[src/rtl/qam_pkg.sv]
// Shared types and constants for the 4-QAM demodulator back-end controller.
package qam_pkg;

  typedef enum logic [1:0] {
    IDLE    = 2'd0,
    SETTLE  = 2'd1,
    HUNT    = 2'd2,
    COLLECT = 2'd3
  } state_e;

  localparam int         DIBIT_W      = 2;
  localparam logic [7:0] PREAMBLE_DEF = 8'hE4;

  // Oldest symbol ends up in [7:6] once four symbols have been shifted in.
  function automatic logic [7:0] shift_in(input logic [7:0] sr,
                                          input logic [DIBIT_W-1:0] d);
    return {sr[7-DIBIT_W:0], d};
  endfunction

endpackage

[src/rtl/qam_sym_timer.sv]
// Symbol-rate timer: free-running modulo-SPS counter while run is high,
// strobing once per symbol at the chosen sampling phase.
module qam_sym_timer #(
  parameter int SPS          = 8,
  parameter int SAMPLE_PHASE = 7
) (
  input  logic clk,
  input  logic rst,
  input  logic run,
  output logic sym_strobe
);

  localparam int            CW    = $clog2(SPS);
  localparam logic [CW-1:0] LAST  = CW'(SPS - 1);
  localparam logic [CW-1:0] PHASE = CW'(SAMPLE_PHASE);

  logic [CW-1:0] sym_cnt_q;

  // Holding the count at zero while stopped makes the first running cycle phase 0.
  always_ff @(posedge clk) begin
    if (rst || !run) begin
      sym_cnt_q <= '0;
    end else if (sym_cnt_q == LAST) begin
      sym_cnt_q <= '0;
    end else begin
      sym_cnt_q <= sym_cnt_q + CW'(1);
    end
  end

  assign sym_strobe = run && (sym_cnt_q == PHASE);

endmodule

[src/rtl/qam_demod_ctrl.sv]
// 4-QAM back-end sequencer: filter settle wait, preamble hunt on the dibit
// decisions, and packing of a fixed-length payload into bytes on valid/ready.
module qam_demod_ctrl
  import qam_pkg::*;
#(
  parameter int         SPS          = 8,
  parameter int         SAMPLE_PHASE = 7,
  parameter int         SETTLE_CYC   = 16,
  parameter int         FRAME_BYTES  = 16,
  parameter logic [7:0] PREAMBLE     = PREAMBLE_DEF
) (
  input  logic               clk,
  input  logic               rst,
  input  logic               en,
  input  logic [DIBIT_W-1:0] data_demod,
  output logic               sym_strobe,
  output logic [7:0]         out_data,
  output logic               out_valid,
  input  logic               out_ready,
  output logic               locked,
  output logic               frame_done,
  output logic               overflow
);

  localparam int            SW          = (SETTLE_CYC > 1) ? $clog2(SETTLE_CYC) : 1;
  localparam int            BW          = (FRAME_BYTES > 1) ? $clog2(FRAME_BYTES) : 1;
  localparam logic [SW-1:0] SETTLE_LAST = SW'(SETTLE_CYC - 1);
  localparam logic [BW-1:0] BYTE_LAST   = BW'(FRAME_BYTES - 1);
  localparam logic [2:0]    SEEN_FULL   = 3'd4;

  state_e        state_q;
  logic [SW-1:0] settle_cnt_q;
  logic [1:0]    dibit_cnt_q;
  logic [BW-1:0] byte_cnt_q;
  logic [2:0]    seen_q;
  logic [2:0]    seen_d;
  logic [7:0]    sr_q;
  logic [7:0]    sr_d;
  logic [7:0]    out_data_q;
  logic          out_valid_q;
  logic          locked_q;
  logic          frame_done_q;
  logic          overflow_q;
  logic          run;
  logic          strobe;
  logic          preamble_hit;
  logic          byte_done;

  // Gating with en keeps the strobe from announcing a sample that will be discarded.
  assign run = en && ((state_q == HUNT) || (state_q == COLLECT));

  qam_sym_timer #(
    .SPS          (SPS),
    .SAMPLE_PHASE (SAMPLE_PHASE)
  ) u_sym_timer (
    .clk        (clk),
    .rst        (rst),
    .run        (run),
    .sym_strobe (strobe)
  );

  assign sr_d         = shift_in(sr_q, data_demod);
  assign seen_d       = (seen_q == SEEN_FULL) ? SEEN_FULL : seen_q + 3'd1;
  assign preamble_hit = (seen_d == SEEN_FULL) && (sr_d == PREAMBLE);
  assign byte_done    = (dibit_cnt_q == 2'd3);

  always_ff @(posedge clk) begin
    if (rst) begin
      state_q      <= IDLE;
      settle_cnt_q <= '0;
      dibit_cnt_q  <= '0;
      byte_cnt_q   <= '0;
      seen_q       <= '0;
      sr_q         <= '0;
      out_data_q   <= '0;
      out_valid_q  <= 1'b0;
      locked_q     <= 1'b0;
      frame_done_q <= 1'b0;
      overflow_q   <= 1'b0;
    end else begin
      frame_done_q <= 1'b0;
      if (!en) begin
        state_q      <= IDLE;
        settle_cnt_q <= '0;
        dibit_cnt_q  <= '0;
        byte_cnt_q   <= '0;
        seen_q       <= '0;
        sr_q         <= '0;
        out_valid_q  <= 1'b0;
        locked_q     <= 1'b0;
      end else begin
        if (out_valid_q && out_ready) begin
          out_valid_q <= 1'b0;
        end
        unique case (state_q)
          IDLE: begin
            state_q      <= SETTLE;
            settle_cnt_q <= '0;
            overflow_q   <= 1'b0;
          end
          SETTLE: begin
            if (settle_cnt_q == SETTLE_LAST) begin
              state_q      <= HUNT;
              settle_cnt_q <= '0;
              sr_q         <= '0;
              seen_q       <= '0;
            end else begin
              settle_cnt_q <= settle_cnt_q + SW'(1);
            end
          end
          HUNT: begin
            if (strobe) begin
              sr_q   <= sr_d;
              seen_q <= seen_d;
              if (preamble_hit) begin
                state_q     <= COLLECT;
                locked_q    <= 1'b1;
                dibit_cnt_q <= '0;
                byte_cnt_q  <= '0;
              end
            end
          end
          COLLECT: begin
            if (strobe) begin
              sr_q        <= sr_d;
              dibit_cnt_q <= dibit_cnt_q + 2'd1;
              if (byte_done) begin
                // A byte still waiting downstream wins; the new one is lost but counted.
                if (out_valid_q && !out_ready) begin
                  overflow_q <= 1'b1;
                end else begin
                  out_data_q  <= sr_d;
                  out_valid_q <= 1'b1;
                end
                if (byte_cnt_q == BYTE_LAST) begin
                  state_q      <= HUNT;
                  locked_q     <= 1'b0;
                  frame_done_q <= 1'b1;
                  byte_cnt_q   <= '0;
                  sr_q         <= '0;
                  seen_q       <= '0;
                end else begin
                  byte_cnt_q <= byte_cnt_q + BW'(1);
                end
              end
            end
          end
        endcase
      end
    end
  end

  assign sym_strobe = strobe;
  assign out_data   = out_data_q;
  assign out_valid  = out_valid_q;
  assign locked     = locked_q;
  assign frame_done = frame_done_q;
  assign overflow   = overflow_q;

endmodule

[config.mk]
export PLATFORM = sky130hd
export DESIGN_NAME = qam_demod_ctrl
export DESIGN_NICKNAME = d
export VERILOG_FILES = /design/src/rtl/qam_pkg.sv /design/src/rtl/qam_sym_timer.sv /design/src/rtl/qam_demod_ctrl.sv
export SDC_FILE = /design/constraint.sdc
export NUM_CORES = 1
export LEC_CHECK = 0
export CAP_MARGIN = 20
export CORE_AREA = 10 10 75 61
export CTS_CLUSTER_SIZE = 16
export DETAILED_ROUTE_END_ITERATION = 6
export DIE_AREA = 0 0 85 71
export GPL_ROUTABILITY_DRIVEN = 0
export PLACE_DENSITY = 0.76
export SLEW_MARGIN = 15
export SYNTH_ARGS = -nofsm -noshare
export SYNTH_HDL_FRONTEND = slang
export SYNTH_SLANG_ARGS = --single-unit
[constraint.sdc]
create_clock -name clk -period 2.5 [get_ports clk]
set_clock_uncertainty 0.15 [all_clocks]
set_input_delay 0.5 -clock clk [delete_from_list [all_inputs] [get_ports clk]]
set_output_delay 0.5 -clock clk [all_outputs]
set_load 0.02 [all_outputs]
# Word-level counts from Yosys, hierarchy flattened
# Index checks and enable logic that the tools add are counted.
[totals]
input_bits = 6
reg_bits = 36
out_inout_bits = 13
word_cells = 112
[classes]
n_mux = 48
n_bitwise = 5
add_sub_neg = 5
n_eq_ne = 17
n_reduce_logical = 25
[op_table]
columns = ["op", "count"]
rows = [
  ["$mux W6", 5],
  ["$mux W4", 6],
  ["$mux W2", 9],
  ["$mux W3", 6],
  ["$pmux W6 S3", 1],
  ["$reduce_and A6 Y1", 3],
  ["$pmux W4 S2", 2],
  ["$reduce_and A5 Y1", 3],
  ["$mux W1", 14],
  ["$ne A2 B2 Y1 const B", 5],
  ["$eq A3 B3 Y1 const B", 3],
  ["$pmux W3 S3", 1],
  ["$add A4 B1 Y4 const B", 2],
  ["$eq A4 B4 Y1 const B", 2],
  ["$eq A8 B8 Y1 const B", 1],
  ["$pmux W2 S4", 1],
  ["$reduce_and A4 Y1", 2],
  ["$add A3 B1 Y3 const B", 2],
  ["$eq A2 B2 Y1 const B", 3],
  ["$reduce_bool A2 Y1", 3],
  ["$logic_and A1 B1 Y1", 5],
  ["$not A1 Y1", 5],
  ["$reduce_or A5 Y1", 1],
  ["$ne A2 B1 Y1 const B", 2],
  ["9 further kinds", 13],
]

# Depth between registers and ports, before layout
# Gate-level depths: netlist (run 1).
[logic_depth]
word_depth = 7
ltp_mapped = 7
ltp_nobuf = 7

# Modules after synthesis
# A second synthesis (run 1) with hierarchy kept.
[hier_totals]
hier_cells = 188
area_unflattened_um2 = 1700.4
[by_module_without_submodules]
columns = ["module", "seq_area_each_um2", "area_per_inst_um2", "n_inst", "cells_each"]
rows = [
  ["qam_demod_ctrl", 660.6, 1569.0, 1, 179],
  ["qam_sym_timer", 60.1, 131.4, 1, 9],
]

# Worst setup path after synthesis (run 1)
# No wires, ideal clock.
[synth_timing]
path_kind = "flip-flop to flip-flop"
from = "reg u_sym_timer.sym_cnt_q[0]"
to = "reg byte_cnt_q[0]"
path_stages_with_launch = 8
setup_time_ns = 0.123
period_less_slack_ns = 1.996
n_path_buf = 0
path_slack_ns = 0.504
required_time_ns = 2.227
t_arrival_ns = 1.723
path_cell_list = "dfxtp_1 ha_1 ha_1 nand3_1 inv_1 nand4_1 o21bai_2 mux2_1"
[synth_via]
elab_chain_len = 4
elab_cells_between_ends = 5
classes_between = "eq/ne: 3; reduce/logical: 2"
[synth_rtl]
columns = ["element", "line_no", "text"]
rows = [
  ["from (decl)", "qam_sym_timer.sv:17", "logic [CW-1:0] sym_cnt_q;"],
  ["from (signal assigned)", "qam_sym_timer.sv:26", "sym_cnt_q <= sym_cnt_q + CW'(1);"],
  ["$eq A3 B3 Y1 *", "qam_sym_timer.sv:30", "assign sym_strobe = run && (sym_cnt_q == PHASE);"],
  ["$logic_and A1 B1 Y1 *", "qam_sym_timer.sv:30", ""],
  ["net sym_strobe", "qam_demod_ctrl.sv:16", "output logic sym_strobe,"],
  ["$ne A2 B2 Y1 (no line)", "--", ""],
  ["$reduce_and A5 Y1 (no line) *", "--", ""],
  ["to (signal assigned)", "qam_demod_ctrl.sv:143", "byte_cnt_q <= byte_cnt_q + BW'(1);"],
  ["to (decl)", "qam_demod_ctrl.sv:34", "logic [BW-1:0] byte_cnt_q;"],
]
# The timed path passes the listed nets; every way through them passes the cells marked *.
# A chain may end at the register's enable or synchronous reset.

# Final worst setup path (run 1)
[layout_timing]
from = "reg u_sym_timer.sym_cnt_q[0]"
to = "out sym_strobe"
[layout_via]
elab_chain_len = 2
[layout_rtl]
columns = ["element", "line_no"]
rows = [
  ["$eq A3 B3 Y1", "qam_sym_timer.sv:30"],
  ["$logic_and A1 B1 Y1", "qam_sym_timer.sv:30"],
  ["to (decl)", "qam_demod_ctrl.sv:16"],
]
# Every way passes these cells.

==> results of run 1 <==
routing by layer:
| metal | global-route usage | vias up | part of all wire |
|---|---|---|---|
| met5 | 0 | - | 0 |
| met4 | 0.0292 | 0 | 0.0033 |
| met3 | 0.0378 | 2 | 0.044 |
| met2 | 0.221 | 39 | 0.48 |
| met1 | 0.171 | 690 | 0.47 |
| li1 | - | 705 | - |
flip-flops by register name (all words and copies together), names as in the netlist:
register and count:
out_data 8, sr_q 6, byte_cnt_q 4, settle_cnt_q 4
seen_q 3, u_sym_timer.sym_cnt_q 3, dibit_cnt_q 2, state_q 2
frame_done 1, locked 1, out_valid 1, overflow 1
through the flow:
step | worst slack [ps] | hold slack, ps
global placement | 90.9 | 256
finish | 426 | 276
detailed placement | 73.8 | 271
global route | 293 | 288
CTS | 4.92 | 283
floorplan | 504 | 248
cell type report:
| type | count | area, sq um | share of cell area |
|---|---|---|---|
| Timing Repair Buffer | 26 | 243 | 0.119 |
| Multi-Input combinational cell | 133 | 890 | 0.438 |
| Sequential cell | 36 | 721 | 0.354 |
| Clock inverter | 3 | 42.5 | 0.0209 |
| Tap cell | 40 | 50.0 | 0.0246 |
| Inverter | 5 | 18.8 | 0.00923 |
| Clock buffer | 5 | 68.8 | 0.0338 |
cell usage in the layout, fill, tap and decap left out, drive strengths merged, types with 3 or more instances in the layout:
cell type and count:
a31oi 3, inv 5, ha 7, nand2 16, o21ai 3, nor4 3, clkbuf 5, buf 8
nand3 7, mux2i 14, a22oi 8, nor2b 5, dfxtp 36, nor2 26, mux2 3, clkdlybuf4s50 17
nand4 3, and2 4, a21oi 5
cells by family (layout without fill, tap and decap cells):
| logic type | after synthesis | after routing |
|---|---|---|
| AOI/OAI and AO/OA | 34 | 34 |
| and+or+nand+nor | 75 | 75 |
| muxes | 17 | 17 |
| buffers and inverters | 11 | 39 |
| adders and majority gates | 7 | 7 |
| DFF | 36 | 36 |
power by group through the flow:
stage | Clock [uW] | Sequential, uW | Combinational, uW
2_1_floorplan | 0 | 591 | 27.4
3_3_place_gp | 0 | 593 | 45.8
3_5_place_dp | 0 | 593 | 46.5
4_1_cts | 512 | 580 | 46.8
5_1_grt | 542 | 580 | 52.0
6_report | 506 | 580 | 47.4
critical path, stage by stage, from the launching register on:
cell and delay (ps):
dfxtp_1 340, ha_1 150, ha_1 230, nand3_1 120, inv_1 80, dlymetal6s2s_1 230
worst paths after layout:
kind	cells after the start	from	slack, ps	end
worst max-delay path	5	u_sym_timer.sym_cnt_q[0]	430	sym_strobe
worst min-delay path	1	u_sym_timer.sym_cnt_q[0]	280	u_sym_timer.sym_cnt_q[0]
worst max register to register	6	seen_q[0]	490	byte_cnt_q[0]
worst min register to register	1	u_sym_timer.sym_cnt_q[0]	280	u_sym_timer.sym_cnt_q[0]
==> flow_summary.json, run 1 <==
{
  "final.min_clock_period_ps": 2070,
  "crit_required_ps": 1850,
  "area_growth_pct": 23.0,
  "drive_gt1_frac": 0.111,
  "grt_overflow": 0,
  "path_class": "reg -> out",
  "clockPowerShare": 0.446,
  "final_util": 0.640,
  "drt-wirelength-per-cell_microns": 15.9,
  "muxShareOfSynthArea": 0.105,
  "cp_data_arrival_time_ps": 1420,
  "synth_xor_area_frac": 0,
  "ys_ff_latch": 36,
  "fillCellCount": 256,
  "synthesis.nets": 193,
  "setup_tns_ps": 0,
  "synth_flop_cell": "dfxtp_1",
  "final_cells": 248,
  "initial_core_util": 0.520,
  "drv_slew": 0,
  "async_flop_share": 0,
  "syn_inst": 180,
  "final_area_sq_um": 2030,
  "pwr-share-seq": 0.512,
  "finalNetCount": 220,
  "p_int_uw": 891,
  "hp-class": "reg -> reg",
  "postCtsSetupBuffers": 0,
  "io_pins": 19,
  "power_uw": 1130,
  "dieArea_sq_um": 6040,
  "ir_worst_vdd_mv": 0.371,
  "hpwl_microns": 2950,
  "synth_top_family_by_area": "simple AND/OR/NAND/NOR gates",
  "power_density_nw_per_um2": 557,
  "grtUsageTotal": 0.135,
  "vias_per_cell": 5.79,
  "clkSlewWorstSetupHoldPaths_ps": 70,
  "dr.pass1.iters": 6,
  "holdBufCountCts": 0,
  "ys_seq_area_frac": 0.436,
  "max_freq_ghz": 0.482,
  "power_frac_comb": 0.042,
  "syn_area_per_cell_sq_um": 9.18,
  "report.final.setup_viol": 0,
  "clk_latency_ps": 280,
  "relSlewSlack": 0.603,
  "yosys-top-cells-count": "36 x dfxtp_1, 26 x nor2_1, 16 x nand2_1, 14 x mux2i_1, 8 x a22oi_1",
  "yosysWarnings": 0,
  "diodes": 0,
  "path_max_fanout": 4,
  "cts-root-buf": "clkbuf_8",
  "cp-start-kind": "flip-flop",
  "die_h_microns": 71,
  "drt-total-wl_microns": 3930,
  "vias": 1436,
  "dp.cells": 240,
  "tightestPinTransition_ps": 593,
  "grt_start_max_net_pins": 16,
  "synth.distinct_cells": 42,
  "yosysMostFrequentCell": "dfxtp_1",
  "synth_fa_ha_area_frac": 0.0530,
  "syn_area_sq_um": 1650,
  "ys_top_cells_by_area": "dfxtp_1 44%, mux2i_1 8.5%, nor2_1 5.9%, ha_1 5.3%, a22oi_1 3.6%",
  "cts_tree": "done",
  "drc": 0,
  "synth-compound-area-share": 0.152,
  "h-tree-depth": 2,
  "cap_violations": 0,
  "port-buffer-count": 18,
  "finalHoldViolCount": 0,
  "grt_pass1_wl_microns": 6930,
  "synth_edf_count": 0,
  "cts_made_buffers": 5,
  "rows": 18,
  "cts_resized": 0,
  "netlist.top_cell.by_area": "dfxtp_1",
  "end_kind": "output port",
  "swShare": 0.213,
  "core-area_sq_um": 3180,
  "fin_crit_sh": 0.830,
  "cts_buffer_depth": 2,
  "dpl_cell_area_sq_um": 1920,
  "ant_nets": 0,
  "antenna_found_initial": 0,
  "die_w_microns": 85,
  "p_leak_uw": 0.000762,
  "grt_setup_unrepaired": "false",
  "synth_top_area_frac": 0.436,
  "clock_sinks": 36,
  "yosys.area_share.simple": 0.228,
  "drt_iter0_markers": 145,
  "switching_power_uw": 242,
  "grt_pass1_vias": 1424,
  "status": "finished clean"
}
Power figures use the tool's default switching activity.
==> inputs of run 2 (changes only) <==
--- a/config.mk
+++ b/config.mk
@@ -6,12 +6,12 @@
 export NUM_CORES = 1
 export LEC_CHECK = 0
 export CAP_MARGIN = 20
-export CORE_AREA = 10 10 75 61
+export CORE_AREA = 10 10 79 64
 export CTS_CLUSTER_SIZE = 16
 export DETAILED_ROUTE_END_ITERATION = 6
-export DIE_AREA = 0 0 85 71
+export DIE_AREA = 0 0 89 74
 export GPL_ROUTABILITY_DRIVEN = 0
-export PLACE_DENSITY = 0.76
+export PLACE_DENSITY = 0.71
 export SLEW_MARGIN = 15
 export SYNTH_ARGS = -nofsm -noshare
 export SYNTH_HDL_FRONTEND = slang
==> constraint.sdc (replaced) <==
create_clock -name clk -period 1.7 [get_ports clk]
set_clock_uncertainty 0.15 [all_clocks]
set_input_delay 0.34 -clock clk [delete_from_list [all_inputs] [get_ports clk]]
set_output_delay 0.34 -clock clk [all_outputs]
set_load 0.02 [all_outputs]
==> flow_summary.json, run 2 (synthesis gave the netlist of run 1 again) <==
{
  "status": "finished with violations",
  "failed_checks": "negative setup slack",
  "fillCellCount": 259,
  "antenna_found_initial": 0,
  "setup_slack_ps": -70.6,
  "dieArea_sq_um": 6590,
  "mostFrequentLayoutCell": "dfxtp_1",
  "drv_slew": 0,
  "report.final.setup_viol": 14,
  "drt_iter0_markers": 141,
  "ir_worst_vdd_mv": 0.650,
  "clkSlewWorstSetupHoldPaths_ps": 70,
  "path_max_fanout": 2,
  "min_path_cells": 1,
  "grt_start_max_net_pins": 16,
  "rows": 19,
  "h-tree-depth": 2,
  "power_density_nw_per_um2": 711,
  "dr.pass1.iters": 4,
  "drive_gt1_frac": 0.330,
  "drt-wirelength-per-cell_microns": 16.4,
  "final.min_clock_period_ps": 1770,
  "dpl_cell_area_sq_um": 2140,
  "path_class": "reg -> reg",
  "holdBufCountCts": 0,
  "largest_reg_flops": 8,
  "hpwl_microns": 3150,
  "grt_pass1_vias": 1585,
  "worstRegToRegCells": 8,
  "max_freq_ghz": 0.565,
  "cts_tree": "done",
  "regToRegStartpoint": "u_sym_timer.sym_cnt_q[0]",
  "die_w_microns": 89,
  "crit_required_ps": 1730,
  "drc": 0,
  "die_h_microns": 74,
  "diodes": 0,
  "grt_setup_unrepaired": "true",
  "initial_core_util": 0.467,
  "ant_nets": 0,
  "vias": 1573,
  "drt-total-wl_microns": 4520,
  "cap_violations": 0,
  "cts_made_buffers": 5,
  "hp-class": "reg -> reg",
  "grt_pass1_wl_microns": 7360,
  "core-area_sq_um": 3540,
  "finalNetCount": 245,
  "io_pins": 19,
  "end_kind": "flip-flop",
  "grt_overflow": 0,
  "grtUsageTotal": 0.142,
  "final_cell_mix": "32 x dfxtp_1, 29 x buf_4, 24 x nor2_1",
  "area_growth_pct": 45.3,
  "p_leak_uw": 0.000946,
  "cts-root-buf": "clkbuf_8",
  "port-buffer-count": 18,
  "tightestPinTransition_ps": 319,
  "cp-start-kind": "flip-flop",
  "rr_endpoint": "byte_cnt_q[0]",
  "cts_buffer_depth": 2,
  "vias_per_cell": 5.72,
  "final_area_sq_um": 2400,
  "cp_data_arrival_time_ps": 1800,
  "clk_latency_ps": 300,
  "clock_sinks": 36,
  "multi_input_area_sq_um": 1050,
  "worstHoldStart": "u_sym_timer.sym_cnt_q[0]",
  "finalHoldViolCount": 0,
  "relSlewSlack": 0.784,
  "reg2reg_slack_ps": -70,
  "holdPathEnd": "u_sym_timer.sym_cnt_q[0]",
  "hold_ws_ps": 284,
  "regArea_sq_um": 726,
  "fin_crit_sh": 1.04
}
## run 2: cell types whose count changed in the layout (fill, tap and decap cells not counted), sizes merged
| cell | previous run | this run |
|---|---|---|
| buf | 8 | 34 |
| clkdlybuf4s50 | 17 | 5 |
| dlygate4sd2 | 0 | 12 |
| dlymetal6s2s | 1 | 0 |
## run 2: what timing repair did
action | CTS | global route
resized for setup | 37 | 11
setup endpoints to repair | 39 | 29
cloned | 0 | 0
setup buffers | 3 | 1
pin swaps | 6 | 12
## run 2: report_power, final
part / leakage, uW / switching (uW) / total (uW) / internal, uW
logic: 0.000599 / 51.8 / 99.7 / 47.9
clock network: 0.0000541 / 323 / 757 / 434
registers: 0.000292 / 5.00 / 851 / 846
total: 0.000946 / 380 / 1710 / 1330
## run 2: critical path, cell delays in order (launching register included)
cell      delay (ps)
dfxtp_2          350
ha_4             130
ha_4             140
nand3_4           80
inv_4             70
buf_6             80
nand4_1          110
o21bai_2         220
mux2_4           310
## run 2: layout make-up
class	instances	share of cell area
inverter	5	0.00886
multi-input combinational	133	0.438
sequential	36	0.302
tap	42	0.0219
clock inverter	3	0.0177
clock buffer	5	0.0287
timing repair buffer	51	0.182
## run 2: how the worst max path moves through the flow
stage,startpoint,end,slack [ps],cells past startpoint
global placement,en,sym_strobe,-400,4
global route,u_sym_timer.sym_cnt_q[0],byte_cnt_q[0],-150,8
finish,u_sym_timer.sym_cnt_q[0],byte_cnt_q[0],-70,8
CTS,seen_q[0],state_q[0],-80,6
floorplan,u_sym_timer.sym_cnt_q[1],byte_cnt_q[0],-40,7
detailed placement,en,sym_strobe,-410,4
## run 2: routing by layer
metal  vias to the layer above  share of wire  wire length (microns)  track usage
met4                         0          0.031                    139       0.0739
met3                        17          0.057                    259       0.0382
met5                         -              0                      0            0
li1                        759              -                      -            -
met1                       738           0.41                   1860        0.160
met2                        59           0.50                   2260        0.244
## run 2: metrics by stage
step | util | cells | setup TNS (ps) | setup WS [ps] | power, uW
after floorplan | - | 180 | -44.2 | -44.2 | 910
after global placement | 0.603 | 263 | -8570 | -400 | 956
after detailed placement | 0.603 | 263 | -10260 | -415 | 959
after CTS | 0.661 | 274 | -539 | -84.4 | 1710
after global routing | 0.678 | 275 | -1900 | -149 | 1760
final | 0.678 | 275 | -520 | -70.6 | 1710
